===== src/rtl/nest_checker_pkg.sv =====
// Shared constants for the nested begin/end, case/endcase checker.
// Keywords are indexed 0..3 as begin, end, case, endcase.
package nest_checker_pkg;

  localparam logic [3:0] LEN_BEGIN   = 4'd5;
  localparam logic [3:0] LEN_END     = 4'd3;
  localparam logic [3:0] LEN_CASE    = 4'd4;
  localparam logic [3:0] LEN_ENDCASE = 4'd7;
  localparam logic [3:0] IDX_MAX     = 4'd8;

  localparam logic [1:0] ERR_NONE      = 2'd0;
  localparam logic [1:0] ERR_UNDERFLOW = 2'd1;
  localparam logic [1:0] ERR_MISMATCH  = 2'd2;
  localparam logic [1:0] ERR_OVERFLOW  = 2'd3;

  localparam logic TYPE_B = 1'b0;
  localparam logic TYPE_C = 1'b1;

  typedef enum logic [2:0] {
    TOK_NONE    = 3'd0,
    TOK_OPEN_B  = 3'd1,
    TOK_OPEN_C  = 3'd2,
    TOK_CLOSE_B = 3'd3,
    TOK_CLOSE_C = 3'd4
  } tok_kind_e;

  function automatic logic [3:0] kw_len(input logic [1:0] kw);
    case (kw)
      2'd0:    kw_len = LEN_BEGIN;
      2'd1:    kw_len = LEN_END;
      2'd2:    kw_len = LEN_CASE;
      default: kw_len = LEN_ENDCASE;
    endcase
  endfunction

  // Keywords are stored left-aligned in 56 bits; character i sits at byte i from the MSB.
  function automatic logic [7:0] kw_char(input logic [1:0] kw, input logic [3:0] i);
    logic [55:0] s;
    logic [5:0]  base;
    case (kw)
      2'd0:    s = {"begin", 16'h0000};
      2'd1:    s = {"end", 32'h0000_0000};
      2'd2:    s = {"case", 24'h00_0000};
      default: s = "endcase";
    endcase
    base = 6'd55 - {i[2:0], 3'b000};
    if (i < 4'd7) begin
      kw_char = s[base -: 8];
    end else begin
      kw_char = 8'h00;
    end
  endfunction

endpackage


===== src/rtl/nest_checker_token_matcher.sv =====
// Case-folding keyword recogniser; emits a combinational token pulse on each space.
module token_matcher
  import nest_checker_pkg::*;
(
  input  logic       clk_i,
  input  logic       reset_i,
  input  logic       in_valid_i,
  input  logic [7:0] in_i,
  output logic       tok_valid_o,
  output tok_kind_e  tok_kind_o
);

  logic [3:0] idx_q, idx_d;
  logic [3:0] live_q, live_d;
  logic [7:0] ch_s;

  // Fold upper-case letters to lower case.
  always_comb begin
    if (in_i >= 8'h41 && in_i <= 8'h5a) begin
      ch_s = in_i | 8'h20;
    end else begin
      ch_s = in_i;
    end
  end

  // Token evaluation on delimiters, flag pruning and index advance otherwise.
  always_comb begin
    idx_d       = idx_q;
    live_d      = live_q;
    tok_valid_o = 1'b0;
    tok_kind_o  = TOK_NONE;
    if (in_valid_i) begin
      if (ch_s == 8'h20) begin
        tok_valid_o = 1'b1;
        if (live_q[0] && idx_q == LEN_BEGIN) begin
          tok_kind_o = TOK_OPEN_B;
        end else if (live_q[1] && idx_q == LEN_END) begin
          tok_kind_o = TOK_CLOSE_B;
        end else if (live_q[2] && idx_q == LEN_CASE) begin
          tok_kind_o = TOK_OPEN_C;
        end else if (live_q[3] && idx_q == LEN_ENDCASE) begin
          tok_kind_o = TOK_CLOSE_C;
        end else begin
          tok_kind_o = TOK_NONE;
        end
        idx_d  = 4'd0;
        live_d = 4'hf;
      end else begin
        for (int k = 0; k < 4; k++) begin
          if (idx_q >= kw_len(2'(k)) || ch_s != kw_char(2'(k), idx_q)) begin
            live_d[k] = 1'b0;
          end else begin
            live_d[k] = live_q[k];
          end
        end
        idx_d = (idx_q == IDX_MAX) ? IDX_MAX : idx_q + 4'd1;
      end
    end else begin
      idx_d = idx_q;
    end
  end

  // Matcher state register.
  always_ff @(posedge clk_i) begin
    if (reset_i) begin
      idx_q  <= 4'd0;
      live_q <= 4'hf;
    end else begin
      idx_q  <= idx_d;
      live_q <= live_d;
    end
  end

endmodule


===== config.mk =====
export PLATFORM = sky130hd
export DESIGN_NAME = token_matcher
export DESIGN_NICKNAME = d
export VERILOG_FILES = /design/src/rtl/nest_checker_pkg.sv /design/src/rtl/nest_checker_token_matcher.sv
export SDC_FILE = /design/constraint.sdc
export NUM_CORES = 1
export LEC_CHECK = 0
export CAP_MARGIN = 20
export CELL_PAD_IN_SITES_DETAIL_PLACEMENT = 1
export CELL_PAD_IN_SITES_GLOBAL_PLACEMENT = 1
export CORE_ASPECT_RATIO = 1.1
export CORE_MARGIN = 5
export CORE_UTILIZATION = 36
export CTS_CLUSTER_SIZE = 20
export DETAILED_ROUTE_END_ITERATION = 8
export HOLD_SLACK_MARGIN = 0.15
export PLACE_DENSITY = 0.86
export SYNTH_ARGS = -nofsm -noshare
export SYNTH_HDL_FRONTEND = slang
export SYNTH_SLANG_ARGS = --single-unit

===== constraint.sdc =====
create_clock -name clk_i -period 2.5 [get_ports clk_i]
set_input_delay 0.5 -clock clk_i [delete_from_list [all_inputs] [get_ports clk_i]]
set_output_delay 0.5 -clock clk_i [all_outputs]
set_load 0.1 [all_outputs]

==> results.sh <==
export IMPL_final_area_um2=1540
export IMPL_outcome="finished with violations"
export IMPL_die_h_um=69.6
export IMPL_placed_cell_area_um2=1490
export IMPL_initial_core_util_pct=37.8
export IMPL_syn_inst=157
export IMPL_synth_edf_count=0
export IMPL_setup_violations=3
export IMPL_ir_drop_mv=0.172
export IMPL_syn_area_um2=1160
export IMPL_period_needed_ns=2.58
export IMPL_cp_start_kind="primary input"
export IMPL_h_tree_depth=1
export IMPL_cap_viol_max_count=0
export IMPL_crit_chain="buf_6 > or4_4 > nor4_4 > nand2b_4 > buf_4 > a21oi_4 > buf_12"
export IMPL_slowest_delay_ns=0.55
export IMPL_fmax_mhz=388
export IMPL_grt_max_degree=16
export IMPL_max_slew_worst_pin_slew_ns=0.427
export IMPL_clock_latency_ns=0.25
export IMPL_post_synth_top_area_cell="dfxtp_1"
export IMPL_cp_required_ns=2.00
export IMPL_slew_viol_final=0
export IMPL_drtPass1Iterations=4
export IMPL_violations="setup timing"
export IMPL_core_area_um2=3070
export IMPL_grt_pass1_vias=1438
export IMPL_max_slew_margin_pct=71.3
export IMPL_drtIter0Drc=90
export IMPL_synth_fp_nets=179
export IMPL_power_density_nw_per_um2=278
export IMPL_dieArea_um2=4460
export IMPL_root_buffer="clkbuf_4"
export IMPL_met3_usage_pct=3.40
export IMPL_crit_fanout=2
export IMPL_multi_input_area_um2=927
export IMPL_synthTopCellsByArea="dfxtp_1 14%, ha_1 12%, o21ai_0 5.2%"
export IMPL_ys_flop_type="dfxtp_1"
export IMPL_yosysUniqueCellTypes=47
export IMPL_fin_tns_setup_ns=-0.208
export IMPL_yosysSeqAreaShare_pct=13.8
export IMPL_grt_usage_pct=19.0
export IMPL_endpoint_kind="output pin"
export IMPL_synth_avg_cell_area_um2=7.40
export IMPL_async_reset_ff_share_pct=0
export IMPL_grt_overflow=0
export IMPL_gp_congestion=0.862
export IMPL_io_pins=15
export IMPL_routed_wl_mm=4.13
export IMPL_antennaDiodeCount=0
export IMPL_die_x_um=64.2
export IMPL_post_dp_hpwl_mm=3.24
export IMPL_setup_slack_ns=-0.0756
export IMPL_antenna_found_initial=0
export IMPL_finalHoldViolCount=0
export IMPL_cts_tree="done"
export IMPL_place_inst=216
export IMPL_p_leak_nw=0.636
export IMPL_ys_warn_count=0
export IMPL_rows=21
export IMPL_regArea_um2=160
export IMPL_via_per_inst=6.13
export IMPL_hold_ws_ns=0.627
export IMPL_hold_buffers=0
export IMPL_rsz0062_at_grt="true"
export IMPL_numClockSinks=8
export IMPL_met1_usage_pct=23.2
export IMPL_final_common_cell="buf_4"
export IMPL_post_route_util_pct=50.1
export IMPL_fillers=384
export IMPL_portBuffers=14
export IMPL_synth_top_area_share_pct=13.8
export IMPL_busiest_layer="met2"
export IMPL_path_class="in2out"
export IMPL_syn_to_final_growth_pct=32.8
export IMPL_hp_class="reg2reg"
export IMPL_grt_use_met2_pct=32.4
export IMPL_timing_final_crit_share_pct=103
export IMPL_antenna_left=0
export IMPL_nets=210
export IMPL_critical_path_arrival_ns=2.08
export IMPL_numCtsBuffers=3
export IMPL_layout_cells_most_common_list="20 x buf_4, 16 x inv_1, 12 x nor2_1"
export IMPL_ys_ff_latch=8
export IMPL_cts_path_max_buffers=2
export IMPL_wl_per_cell_um=18.8
export IMPL_cp_slowest_cell="or4_4"
export IMPL_vias=1349
export IMPL_drive_gt1_share_pct=25.3
export IMPL_drc=0
export IMPL_worst_path_buf_inv=3
export IMPL_cpLargestDelayFamily="simple AND/OR/NAND/NOR gates"
export IMPL_grt_pass1_wl_mm=6.89
export IMPL_clk_pin_slew_worst_paths_ns=0.05
export IMPL_finalNonFillerCells=220
export IMPL_skew_ns=0.00226
==> state kept, by name, summed over array words and instances (netlist names) <==
register  count
idx_q         4
live_q        4
==> through the flow <==
stage,power (W),setup slack [ns]
6_report,0.000428,-0.0756
5_1_grt,0.000457,-0.135
4_1_cts,0.000428,-0.149
3_5_place_dp,0.000327,-0.406
3_3_place_gp,0.000317,-0.396
2_1_floorplan,0.000254,-1.55
==> power breakdown <==
group          switching [W]  leakage, nW  total, W  internal [W]
Sequential        0.00000668       0.0662  0.000142      0.000135
Clock              0.0000455       0.0138  0.000101     0.0000550
Combinational       0.000104        0.555  0.000186     0.0000826
==> per-layer routing <==
layer	part of all wire (%)	vias to the layer above	routed length (µm)
met5	0	-	0
met4	3.1	0	128
met3	5.1	17	209
met2	50	59	2080
met1	41	646	1710
li1	-	627	-
==> cells by family (layout without fill, tap and decap cells) <==
kind of cell / Yosys count / in the layout / synth area share [%]
xor gates and xnor gates: 9 / 9 / 6.79
adders and majority gates: 11 / 11 / 11.9
and+or+nand+nor: 56 / 56 / 28.0
muxes: 3 / 3 / 2.59
AOI/OAI and AO/OA: 46 / 46 / 28.2
buffers and inverters: 24 / 53 / 8.73
DFF: 8 / 8 / 13.8
==> worst paths after layout <==
kind	start	end	slack, ns	depth (start not counted)
hold / removal	idx_q[1]$_SDFFE_PP0P_	idx_q[1]$_SDFFE_PP0P_	0.63	3
setup reg to reg	idx_q[0]$_SDFFE_PP0P_	live_q[2]$_SDFFE_PP1P_	0.17	10
hold reg to reg	idx_q[1]$_SDFFE_PP0P_	idx_q[1]$_SDFFE_PP0P_	0.63	3
setup / recovery	in_i[2]	tok_kind_o[0]	-0.08	7
==> layout make-up <==
cell class              count  area share [%]
well taps                  34            2.76
repair buffers             34            21.3
multi-input cells         125            60.1
clock buffers               3            1.46
inverters                  16            3.90
flip-flops and latches      8            10.4
==> worst register-to-register path: cells and delay by family (launching register included) <==
kind / cells / cell delay, ns
compound gates: 4 / 0.74
simple gates: 1 / 0.11
buf+inv: 3 / 0.47
fa+ha+maj: 2 / 0.56
flops: 1 / 0.34
==> synth_stat cells, types with 2 or more instances <==
master	instances
nor4_1	2
dfxtp_1	8
o21ai_0	12
a32oi_1	2
nand2_1	11
nor3_1	4
and3_1	2
nand3_1	3
nor2_1	12
nor2b_1	2
a21oi_1	11
mux2i_1	3
ha_1	11
clkbuf_1	5
a211o_1	2
nand4_1	8
a31o_2	3
nand2b_1	2
xor2_1	4
xnor2_1	5
a211oi_1	2
a21o_1	3
inv_1	16
==> what timing repair did <==
| item | CTS | global route |
|---|---|---|
| pin swaps | 4 | 4 |
| buffers inserted | 1 | 0 |
| gates resized for setup | 21 | 7 |
| endpoints found under the setup margin | 4 | 4 |
Note: power is estimated with default switching activity, not from simulation.
